[src/rtl/speck_xor_sched.sv]
// speck_xor_sched: iterative SPECK32/64 encryption controller.
// Every XOR of the data path and key schedule goes through one shared,
// external, combinational 16-bit XOR unit (xor_a/xor_b -> xor_y); modular
// adds and rotates are done locally. One XOR step per clock, four per round.
// Optional feature macro: SPECK_KEY_CACHE_EN (round-key cache + key_reuse).
module speck_xor_sched #(
  parameter int ROUNDS = 22,
  parameter int ALPHA  = 7,
  parameter int BETA   = 2
) (
  input  logic        clk,
  input  logic        rst,
  input  logic        start,
  input  logic [15:0] pt_x,
  input  logic [15:0] pt_y,
  input  logic [63:0] key,
`ifdef SPECK_KEY_CACHE_EN
  input  logic        key_reuse,
`endif
  output logic [15:0] xor_a,
  output logic [15:0] xor_b,
  input  logic [15:0] xor_y,
  output logic        busy,
  output logic        done,
  output logic [15:0] ct_x,
  output logic [15:0] ct_y
);

  typedef enum logic [1:0] {IDLE, RUN, DONE} state_t;

  state_t      state, state_nxt;
  logic [15:0] x, y, k, l0, l1, l2, lnew;
  logic [4:0]  rnd;
  logic [1:0]  ph;
  logic [15:0] k_cur;
  logic        reuse_run;
  logic        round_end;
  logic        last_step;

  function automatic logic [15:0] ror_a(input logic [15:0] v);
    return (v >> ALPHA) | (v << (16 - ALPHA));
  endfunction

  function automatic logic [15:0] rol_b(input logic [15:0] v);
    return (v << BETA) | (v >> (16 - BETA));
  endfunction

`ifdef SPECK_KEY_CACHE_EN
  logic        cache_valid;
  logic [15:0] rk [ROUNDS];

  // Cache bookkeeping: choose reuse mode at accept, validate after a full run.
  always_ff @(posedge clk or posedge rst) begin
    if (rst) begin
      reuse_run   <= 1'b0;
      cache_valid <= 1'b0;
    end else if (state == IDLE && start) begin
      reuse_run <= key_reuse && cache_valid;
    end else if (state == DONE && !reuse_run) begin
      cache_valid <= 1'b1;
    end
  end

  // Round-key file: capture the k used in ph0 of each round of a full run.
  always_ff @(posedge clk) begin
    if (state == RUN && ph == 2'd0 && !reuse_run) rk[rnd] <= k;
  end

  assign k_cur = reuse_run ? rk[rnd] : k;
`else
  assign reuse_run = 1'b0;
  assign k_cur     = k;
`endif

  // A reuse run skips the key-schedule phases, so its rounds end at ph1.
  assign round_end = reuse_run ? (ph == 2'd1) : (ph == 2'd3);
  assign last_step = round_end && (rnd == 5'(ROUNDS - 1));
  assign busy      = (state != IDLE);
  assign done      = (state == DONE);

  // State register.
  always_ff @(posedge clk or posedge rst) begin
    if (rst) state <= IDLE;
    else     state <= state_nxt;
  end

  // Next state and shared-XOR operands, driven from registered state only.
  always_comb begin
    state_nxt = state;
    xor_a     = 16'h0000;
    xor_b     = 16'h0000;
    case (state)
      IDLE: if (start) state_nxt = RUN;
      RUN: begin
        case (ph)
          2'd0: begin
            xor_a = ror_a(x) + y;
            xor_b = k_cur;
          end
          2'd1: begin
            xor_a = rol_b(y);
            xor_b = x;
          end
          2'd2: begin
            xor_a = k + ror_a(l0);
            xor_b = {11'b0, rnd};
          end
          default: begin
            xor_a = rol_b(k);
            xor_b = lnew;
          end
        endcase
        if (last_step) state_nxt = DONE;
      end
      DONE: state_nxt = IDLE;
      default: state_nxt = IDLE;
    endcase
  end

  // Cipher state, key schedule, counters and ciphertext capture.
  always_ff @(posedge clk or posedge rst) begin
    if (rst) begin
      x    <= 16'h0000;
      y    <= 16'h0000;
      k    <= 16'h0000;
      l0   <= 16'h0000;
      l1   <= 16'h0000;
      l2   <= 16'h0000;
      lnew <= 16'h0000;
      rnd  <= 5'd0;
      ph   <= 2'd0;
      ct_x <= 16'h0000;
      ct_y <= 16'h0000;
    end else begin
      case (state)
        IDLE: begin
          if (start) begin
            x   <= pt_x;
            y   <= pt_y;
            k   <= key[15:0];
            l0  <= key[31:16];
            l1  <= key[47:32];
            l2  <= key[63:48];
            rnd <= 5'd0;
            ph  <= 2'd0;
          end
        end
        RUN: begin
          case (ph)
            2'd0: x <= xor_y;
            2'd1: y <= xor_y;
            2'd2: lnew <= xor_y;
            default: begin
              k  <= xor_y;
              l0 <= l1;
              l1 <= l2;
              l2 <= lnew;
            end
          endcase
          if (round_end) begin
            ph  <= 2'd0;
            rnd <= rnd + 5'd1;
          end else begin
            ph <= ph + 2'd1;
          end
          // In a reuse run the final step is ph1, so y is still being written.
          if (last_step) begin
            ct_x <= x;
            ct_y <= reuse_run ? xor_y : y;
          end
        end
        default: ;
      endcase
    end
  end

endmodule

[config.mk]
export PLATFORM = sky130hd
export DESIGN_NAME = speck_xor_sched
export DESIGN_NICKNAME = d
export VERILOG_FILES = /design/src/rtl/speck_xor_sched.sv
export SDC_FILE = /design/constraint.sdc
export NUM_CORES = 1
export LEC_CHECK = 0
export ABC_AREA = 1
export BUFFER_PORTS_ARGS = -buffer_cell sky130_fd_sc_hd__buf_2
export CORE_MARGIN = 5
export CORE_UTILIZATION = 46
export CTS_BUF_LIST = sky130_fd_sc_hd__clkbuf_16
export DETAILED_ROUTE_END_ITERATION = 8
export PLACE_DENSITY_LB_ADDON = 0.2
export RECOVER_POWER = 100
export SLEW_MARGIN = 20
export SYNTH_ARGS = -nofsm -noshare
export SYNTH_HDL_FRONTEND = slang
export SYNTH_SLANG_ARGS = --single-unit
[constraint.sdc]
create_clock -name clk -period 7.37 [get_ports clk]
set_input_delay 0.3685 -clock clk [delete_from_list [all_inputs] [get_ports clk]]
set_output_delay 0.3685 -clock clk [all_outputs]
set_load 0.05 [all_outputs]
==> flow_summary.toml, run 1 <==
[status]
status = "finished, violations left"
violations = "capacitance limit, slew limit"

[synth]
postSynthAreaPerCell_um2 = 7.33
ys_ff_latch = 153
netlist_instances = 1242
seq_area_frac_synth = 0.421
yosys.area.top_type = "dfrtp_1"
synth-edff-count = 0
synthArstFlopShare = 1.00
syn_area_um2 = 9100
netlist.area_leader.share = 0.421
synth_area_leaders = "dfrtp_1, nand2_1, a31oi_1"
syn-num-nets = 1395
ys_warn_count = 0
synth.distinct_cells = 40
synthFlopType = "dfrtp_1"

[clock_network]
postCtsSetupBuffers = 0
clk_pin_slew_ns = 0.07
ctsHoldBuffers = 0
cts_sinks = 153
clockBufferDepth = 2
htreeDepth = 4
clk_latency_ns = 0.42
clock-root-buffer = "clkbuf_16"
cts_made_buffers = 17
cts.repair.resized = 0
cts_tree = "yes"

[route]
vias = 8977
vias_per_cell = 5.39
wirelength_um = 30700
drt-pass1-iter-count = 5
drtAntennaViolNets = 0
drc = 0
drtIter0Drc = 691
wire_per_inst_um = 18.4

[global_route]
gr-max-usage-layer = "met2"
antenna_found_initial = 0
grt_pass1_wl_um = 46900
grt_max_degree = 133
grt_use_met1 = 0.376
use_met2 = 0.420
grt_use_total = 0.273
grt_pass1_vias = 8662
overflow = 0
use_met3 = 0.0560

[sta]
maxSlewHeadroom = -1.94
setup_viol = 0
setup_tns_ns = 0
final_hold_viol_count = 0
rsz0062_at_grt = "false"
fin_crit_ns = 5.66
max_freq_mhz = 177
maxSlewViolCount = 247
skew_ns = 0.00977
tightest_slew_ns = 4.39
fin_crit_sh = 0.769

[critical_path]
rr_worst_depth = 7
crit_path_end = "xor_b[7]"
reg2reg_to = "y[7]$_DFFE_PP0P_"
r2r_start = "state[1]$_DFFE_PP0P_"
path_delay_family = "buffers and inverters"
startpoint = "state[1]$_DFFE_PP0P_"
cp_slowest_cell = "clkinv_2"
crit_buf_inv = 5
crit_cells = 8
end_kind = "output pin"
cp_common_cell = "clkbuf_1"
cp.required_ns = 7.00
start_kind = "flip-flop"
timing.reg2reg.setup_slack_ns = 1.76
arrival_ns = 5.30
critPathMaxStageDelay_ns = 1.00
critPathMaxFanout = 73
crit_chain = "nor2_8 > buf_4 > clkinv_2 > clkbuf_1 > nor2_1 > inv_1 > a21oi_1 > clkbuf_1"
worstSetupPathType = "flip-flop to output pin"

[die]
die_h_um = 151
initial_core_util = 0.468
dieArea_um2 = 22700
io_pins = 181
coreArea_um2 = 19500
dieWidth_um = 151
rows = 51

[final_layout]
diodes = 0
area_growth_pct = 16.4
fillers = 1970
nNetsFinal = 1541
final_layout_size_suffix_gt1_frac = 0.128

[run]
cap_violations = 5

[place]
port_buffers = 180
place_congestion = 0.967
dp.final_hpwl_um = 23300

[min_path]
worstHoldPathType = "input port to flip-flop"
-- final cells by class --
type	count	area (um2)	area share
multi-input combinational	906	4520	0.426
sequential	153	3830	0.361
timing repair buffer	187	868	0.0819
inverter	123	464	0.0438
clock buffer	17	425	0.0401
tap	265	332	0.0313
clock inverter	15	164	0.0155
-- state kept, by name, indices dropped and copies added, names as in the netlist --
name and count:
l1 16, ct_x 16, l0 16, rnd 5, ct_y 16, x 16, state 2, k 16
ph 2, lnew 16, y 16, l2 16
-- Yosys cell counts, types with 2 or more instances --
library cell	instances
fa_1	2
nor3_1	9
nand3b_1	4
nand2_1	423
xor2_1	2
o221ai_1	2
and2_1	4
or2_2	5
buf_2	21
nor2_4	3
nand3_1	56
nand4_1	3
clkbuf_1	28
o21ai_2	2
nor2_1	130
a221oi_1	9
inv_2	4
a31oi_1	97
a32oi_1	5
mux2_2	16
o21ai_0	20
ha_1	36
buf_4	9
inv_1	118
a21oi_1	65
dfrtp_1	153
a22oi_1	2
buf_1	2
-- worst register-to-register path, delay by kind of cell, from the launching register on --
kind | cells | cell delay, ns
flops | 1 | 0.44
compound gates | 2 | 2.17
buf+inv | 3 | 2.59
simple gates | 2 | 0.31
-- logic make-up (layout without fill, tap and decap cells) --
kind of cell	Yosys count	in the layout	synth area share
adder cells (fa/ha/maj)	38	38	0.0539
AO/OA/AOI/OAI	207	207	0.137
AND/OR/NAND/NOR	642	642	0.284
XOR/XNOR	3	3	0.00289
flip-flops	153	153	0.421
buffers and inverters	183	342	0.0821
multiplexers	16	16	0.0198
-- worst min path at each step --
| stage | startpoint | endpoint | slack, ns | depth (start not counted) |
|---|---|---|---|---|
| final | xor_y[1] | lnew[1]$_DFFE_PP0P_ | 0.20 | 2 |
| after global routing | xor_y[3] | lnew[3]$_DFFE_PP0P_ | 0.18 | 2 |
| after CTS | rst | ct_x[15]$_DFFE_PP0P_ | 0.17 | 2 |
| after detailed placement | ct_y[9]$_DFFE_PP0P_ | ct_y[9]$_DFFE_PP0P_ | 0.46 | 2 |
| after global placement | ct_y[13]$_DFFE_PP0P_ | ct_y[13]$_DFFE_PP0P_ | 0.46 | 2 |
| after floorplan | lnew[0]$_DFFE_PP0P_ | lnew[0]$_DFFE_PP0P_ | 0.48 | 1 |
-- per-layer routing --
metal  part of all wire  routed length (um)
met5                  0                   0
met4              0.042                1300
met3              0.069                2130
met2               0.45               13800
met1               0.44               13500
-- per-stage QoR --
step	instance area [um2]	setup slack, ns	utilization	hold WS (ns)	std cells
5_1_grt	10600	1.40	0.545	0.182	1666
4_1_cts	10700	2.78	0.550	0.172	1666
2_1_floorplan	9100	2.88	-	0.480	1242
3_3_place_gp	10100	3.29	0.519	0.460	1634
3_5_place_dp	10100	3.24	0.519	0.460	1634
6_report	10600	1.71	0.545	0.195	1666
-- cells in the final DEF (no fill, tap or decap), drive strengths merged, types with 36 or more instances in the layout --
master  Yosys  routed
buf        32     120
inv       122     127
dfrtp     153     153
clkbuf     28      84
a31oi      97      97
nand2     424     424
nor2      135     135
ha         36      36
nand3      56      56
a21oi      65      65
Power of run 1 is left out: the tool's default activity adds up to more than one toggle a clock period on the data nets, which glitch-free logic cannot reach.
==> run 2: changes to the inputs <==
clock period = 5.12 ns   (was 7.37 ns; I/O delays follow)
==> run 2 against run 1 <==
Against the previous run:
- the run still ends with capacitance limit, slew limit left
- critical endpoint is now xor_a[3]
- clock-buffer cell count stayed put
- register-to-register slack improved by 0.02 ns
- global-route usage grew 0.47 points
- critical path type unchanged
==> flow_summary.toml, run 2 (same netlist as run 1, synthesis figures left out) <==
[final_layout]
postLayoutCoreUtil = 0.545
fillers = 1975
final_layout_size_suffix_gt1_frac = 0.128
regArea_um2 = 3830
fin_cells = 1667
final_common_cell = "nand2_1"
nNetsFinal = 1543
area_growth_pct = 16.6
diodes = 0
layout_common_cells = "nand2_1, dfrtp_1, nor2_1"
multiInputGateArea_um2 = 4500

[route]
wire_per_inst_um = 18.7
wirelength_um = 31200
drc = 0
drtAntennaViolNets = 0
vias = 9000
drt-pass1-iter-count = 6
vias_per_cell = 5.40
drtIter0Drc = 722

[critical_path]
cp.required_ns = 4.86
critPathMaxFanout = 110
worstSetupPathType = "flip-flop to output pin"
end_kind = "output pin"
arrival_ns = 3.67
start_kind = "flip-flop"

[die]
dieArea_um2 = 22700
dieWidth_um = 151
initial_core_util = 0.468
die_h_um = 151
rows = 51
io_pins = 181
coreArea_um2 = 19500

[status]
status = "finished, violations left"
violations = "capacitance limit, slew limit"

[sta]
tightest_slew_ns = 2.30
setup_tns_ns = 0
maxSlewViolCount = 155
fin_crit_ns = 3.92
rsz0062_at_grt = "false"
whs_ns = 0.00399
setup_viol = 0
fin_crit_sh = 0.766
max_freq_mhz = 255
maxSlewHeadroom = -0.535
skew_ns = 0.0135
final_hold_viol_count = 0

[clock_network]
postCtsSetupBuffers = 0
cts.repair.resized = 0
clk_pin_slew_ns = 0.06
clockBufferDepth = 2
ctsHoldBuffers = 0
cts_made_buffers = 17
cts_sinks = 153
htreeDepth = 4
clock-root-buffer = "clkbuf_16"
clk_latency_ns = 0.43
cts_tree = "yes"

[global_route]
grt_pass1_vias = 8587
overflow = 0
grt_max_degree = 133
grt_use_total = 0.278
grt_pass1_wl_um = 47400
antenna_found_initial = 0

[min_path]
worstHoldPathType = "input port to asynchronous set/reset pin"

[place]
dp.cells = 1636
place_congestion = 0.952
dp.final_hpwl_um = 23500
port_buffers = 180

[run]
cap_violations = 2
## run 2: final timing paths
kind | startpoint | endpoint | slack [ns] | cells past startpoint
worst max-delay path | state[1]$_DFFE_PP0P_ | xor_a[3] | 1.20 | 7
worst min-delay path | rst | ct_x[15]$_DFFE_PP0P_ | 0.004 | 2
worst max register to register | state[1]$_DFFE_PP0P_ | x[11]$_DFFE_PP0P_ | 1.78 | 7
worst min register to register | ct_x[10]$_DFFE_PP0P_ | ct_x[10]$_DFFE_PP0P_ | 0.48 | 2
max in group asynchronous | rst | ph[1]$_DFFE_PP0P_ | 2.44 | 3
min in group clk | xor_y[1] | lnew[1]$_DFFE_PP0P_ | 0.07 | 2
## run 2: area by class of cell
class / count / area share
Multi-Input combinational cell: 906 / 0.424
Timing Repair Buffer: 189 / 0.0833
Clock buffer: 17 / 0.0401
Clock inverter: 14 / 0.0163
Tap cell: 265 / 0.0312
Sequential cell: 153 / 0.361
Inverter: 123 / 0.0443
## run 2: worst max-delay path: stages, from the launching register on
cell,delay (ns)
dfrtp_1,0.46
nor2_8,0.24
clkinvlp_2,0.16
clkbuf_2,1.18
a21oi_1,0.48
nand2_1,0.14
inv_1,0.09
clkbuf_1,0.48
## run 2: layer usage
metal  vias up  share of wire  track usage
li1       4368              -            -
met1      4242           0.44        0.385
met2       335           0.48        0.452
met3        55          0.057       0.0412
met4         0          0.024       0.0875
met5         -              0            0
## run 2: through the flow
step	worst slack (ns)	instance area, um2
after floorplan	0.743	9100
final	1.20	10600
after global placement	2.40	10100
after detailed placement	2.32	10100
after CTS	2.13	10700
after global routing	0.970	10600
Power of run 2 is left out for the same reason.
==> run 3: changes to the inputs <==
ABC_AREA = 0   (was 1)
clock period = 3.35 ns   (was 5.12 ns; I/O delays follow)
==> run 3 against run 2 <==
Against the previous run:
- the flow still finishes with violations (capacitance limit, slew limit)
- sequential cell count unchanged
- worst setup slack got worse by 1.1 ns
- critical path type unchanged
- hold slack improved by 0.0015 ns
- global-route usage increased by 0.47 points
- highest routed layer is now met5
==> flow_summary.toml, run 3 <==
[place]
placed_cell_area_um2 = 10000
port_buffers = 180
place_congestion = 0.967
dp.final_hpwl_um = 22800

[sta]
fin_crit_ns = 3.27
skew_ns = 0.0113
maxSlewViolCount = 67
maxSlewHeadroom = -0.0192
tightest_slew_ns = 1.53
max_freq_mhz = 306
final_hold_viol_count = 0
whs_ns = 0.00553
setup_viol = 0
fin_crit_sh = 0.976

[die]
dieWidth_um = 149
die_h_um = 149
dieArea_um2 = 22100
coreArea_um2 = 18800
initial_core_util = 0.469
rows = 50
io_pins = 181

[route]
drt-pass1-iter-count = 5
vias = 8465
wirelength_um = 31300
drc = 0
drtIter0Drc = 761
wire_per_inst_um = 21.4
vias_per_cell = 5.79
drtAntennaViolNets = 0

[critical_path]
start_kind = "flip-flop"
critPathMaxFanout = 4
path_delay_family = "compound AO/OA/AOI/OAI gates"
cp.required_ns = 3.18
cp_slowest_cell = "dfrtp_1"
end_kind = "output pin"
crit_chain = "ha_1 > o211ai_1 > o21bai_2 > a41o_1 > a21oi_1 > mux2_2 > a221oi_2 > buf_4"
arrival_ns = 3.10
worstSetupPathType = "flip-flop to output pin"
critPathMaxStageDelay_ns = 0.56
crit_buf_inv = 1

[global_route]
overflow = 0
grt_pass1_wl_um = 47400
grt_use_total = 0.283
antenna_found_initial = 2
grt_max_degree = 68
grt_pass1_vias = 8260

[power]
power_leakage_nw = 5.14
finalPower_w = 0.0143
powerDensity_nw_per_um2 = 1280
vdd_drop_max_uv = 1010

[synth]
synth.distinct_cells = 66
postSynthAreaPerCell_um2 = 9.02
ys_ff_latch = 153
netlist.area_leader.share = 0.434
ys_warn_count = 0
seq_area_frac_synth = 0.434
syn-num-nets = 1132
synth-edff-count = 0
syn_area_um2 = 8830
synthArstFlopShare = 1.00
synth_common_cells = "nand2_1, dfrtp_1, nor2_1"
yosysMostFrequentCell = "nand2_1"
synth_area_leaders = "dfrtp_1, nand2_1, mux2_2"
yosys.area.top_type = "dfrtp_1"
netlist_instances = 979
synthFlopType = "dfrtp_1"

[clock_network]
htreeDepth = 4
clock-root-buffer = "clkbuf_16"
clockBufferDepth = 2
cts_tree = "yes"
clk_pin_slew_ns = 0.07
cts_made_buffers = 17
cts_sinks = 153
clk_latency_ns = 0.44

[run]
cap_violations = 2

[final_layout]
layout_common_cells = "nand2_1, dfrtp_1, buf_2"
fillers = 1708
nNetsFinal = 1342
final_layout_size_suffix_gt1_frac = 0.235
stdcell_area_um2 = 11200
final_common_cell = "nand2_1"
postLayoutCoreUtil = 0.594
area_growth_pct = 26.7

[status]
status = "finished, violations left"
violations = "capacitance limit, slew limit"

[min_path]
worstHoldPathType = "input port to flip-flop"
-- run 3: changes by cell type after synthesis, moves of 16 or more --
cell      change
nand3_1      -49
mux2_2       +37
nand2_1     -259
nor2_1       -39
a21oi_1      +16
inv_1        -93
a211oi_1     +16
a31oi_1      -43
o21ai_0      +39
clkbuf_1     +23
-- run 3: worst paths after layout --
check,startpoint,endpoint,slack (ns),cells past startpoint
setup reg to reg,state[0]$_DFFE_PP0P_,x[7]$_DFFE_PP0P_,0.10,5
hold / removal,key[38],l1[6]$_DFFE_PP0P_,0.006,3
max in group asynchronous,rst,k[4]$_DFFE_PP0P_,0.63,4
min in group asynchronous,rst,ct_x[4]$_DFFE_PP0P_,0.60,3
setup / recovery,x[9]$_DFFE_PP0P_,xor_a[13],0.08,8
hold reg to reg,ct_y[2]$_DFFE_PP0P_,ct_y[2]$_DFFE_PP0P_,0.51,1
-- run 3: logic make-up after synthesis --
kind of cell / after synthesis / synth area share
compound gates: 302 / 0.226
xor+xnor: 19 / 0.0188
fa+ha+maj: 38 / 0.0555
buf+inv: 94 / 0.0418
flops: 153 / 0.434
mux: 57 / 0.0721
simple gates: 316 / 0.152
-- run 3: final cells by class --
type                    instances  area [um2]  area share
multi-input cells             732        4720       0.422
flip-flops and latches        153        3830       0.342
repair buffers                259        1600       0.143
clock buffers                  17         425      0.0380
well taps                     260         325      0.0291
clock inverters                15         184      0.0164
inverters                      26        98.8     0.00884
diodes                          1        2.50    0.000224
-- run 3: per-stage QoR --
stage               setup slack, ns  setup TNS, ns  instances
floorplan                    0.0825              0        979
global placement              0.471              0       1369
detailed placement            0.407              0       1369
CTS                         0.00112              0       1457
global route                -0.0257        -0.0419       1462
finish                       0.0799              0       1463
-- run 3: worst min-delay path, stage by stage --
cell,delay [ns]
buf_2,0.10
nand2_1,0.06
a31oi_1,0.08
-- run 3: repair_timing --
action / in CTS / in global routing
gates resized for setup: 3 / 23
hold endpoints to repair: 87 / 1
hold buffers: 56 / 1
endpoints found under the setup margin: 2 / 7
buffers inserted: 0 / 4
pin swaps: 1 / 4
cloned: 0 / 0
-- run 3: metal layers --
layer / vias to the layer above / GRT usage / part of all wire
met3: 68 / 0.0670 / 0.081
li1: 3940 / - / -
met4: 4 / 0.102 / 0.031
met5: - / 0 / 0.00067
met2: 348 / 0.441 / 0.47
met1: 4105 / 0.386 / 0.42
-- run 3: where the power goes --
group	internal (W)	switching, W	total, W
Combinational	0.00298	0.00580	0.00879
Sequential	0.00261	0.000875	0.00349
Clock	0.00113	0.000889	0.00202
Total	0.00673	0.00757	0.0143
Power figures use the tool's default switching activity.
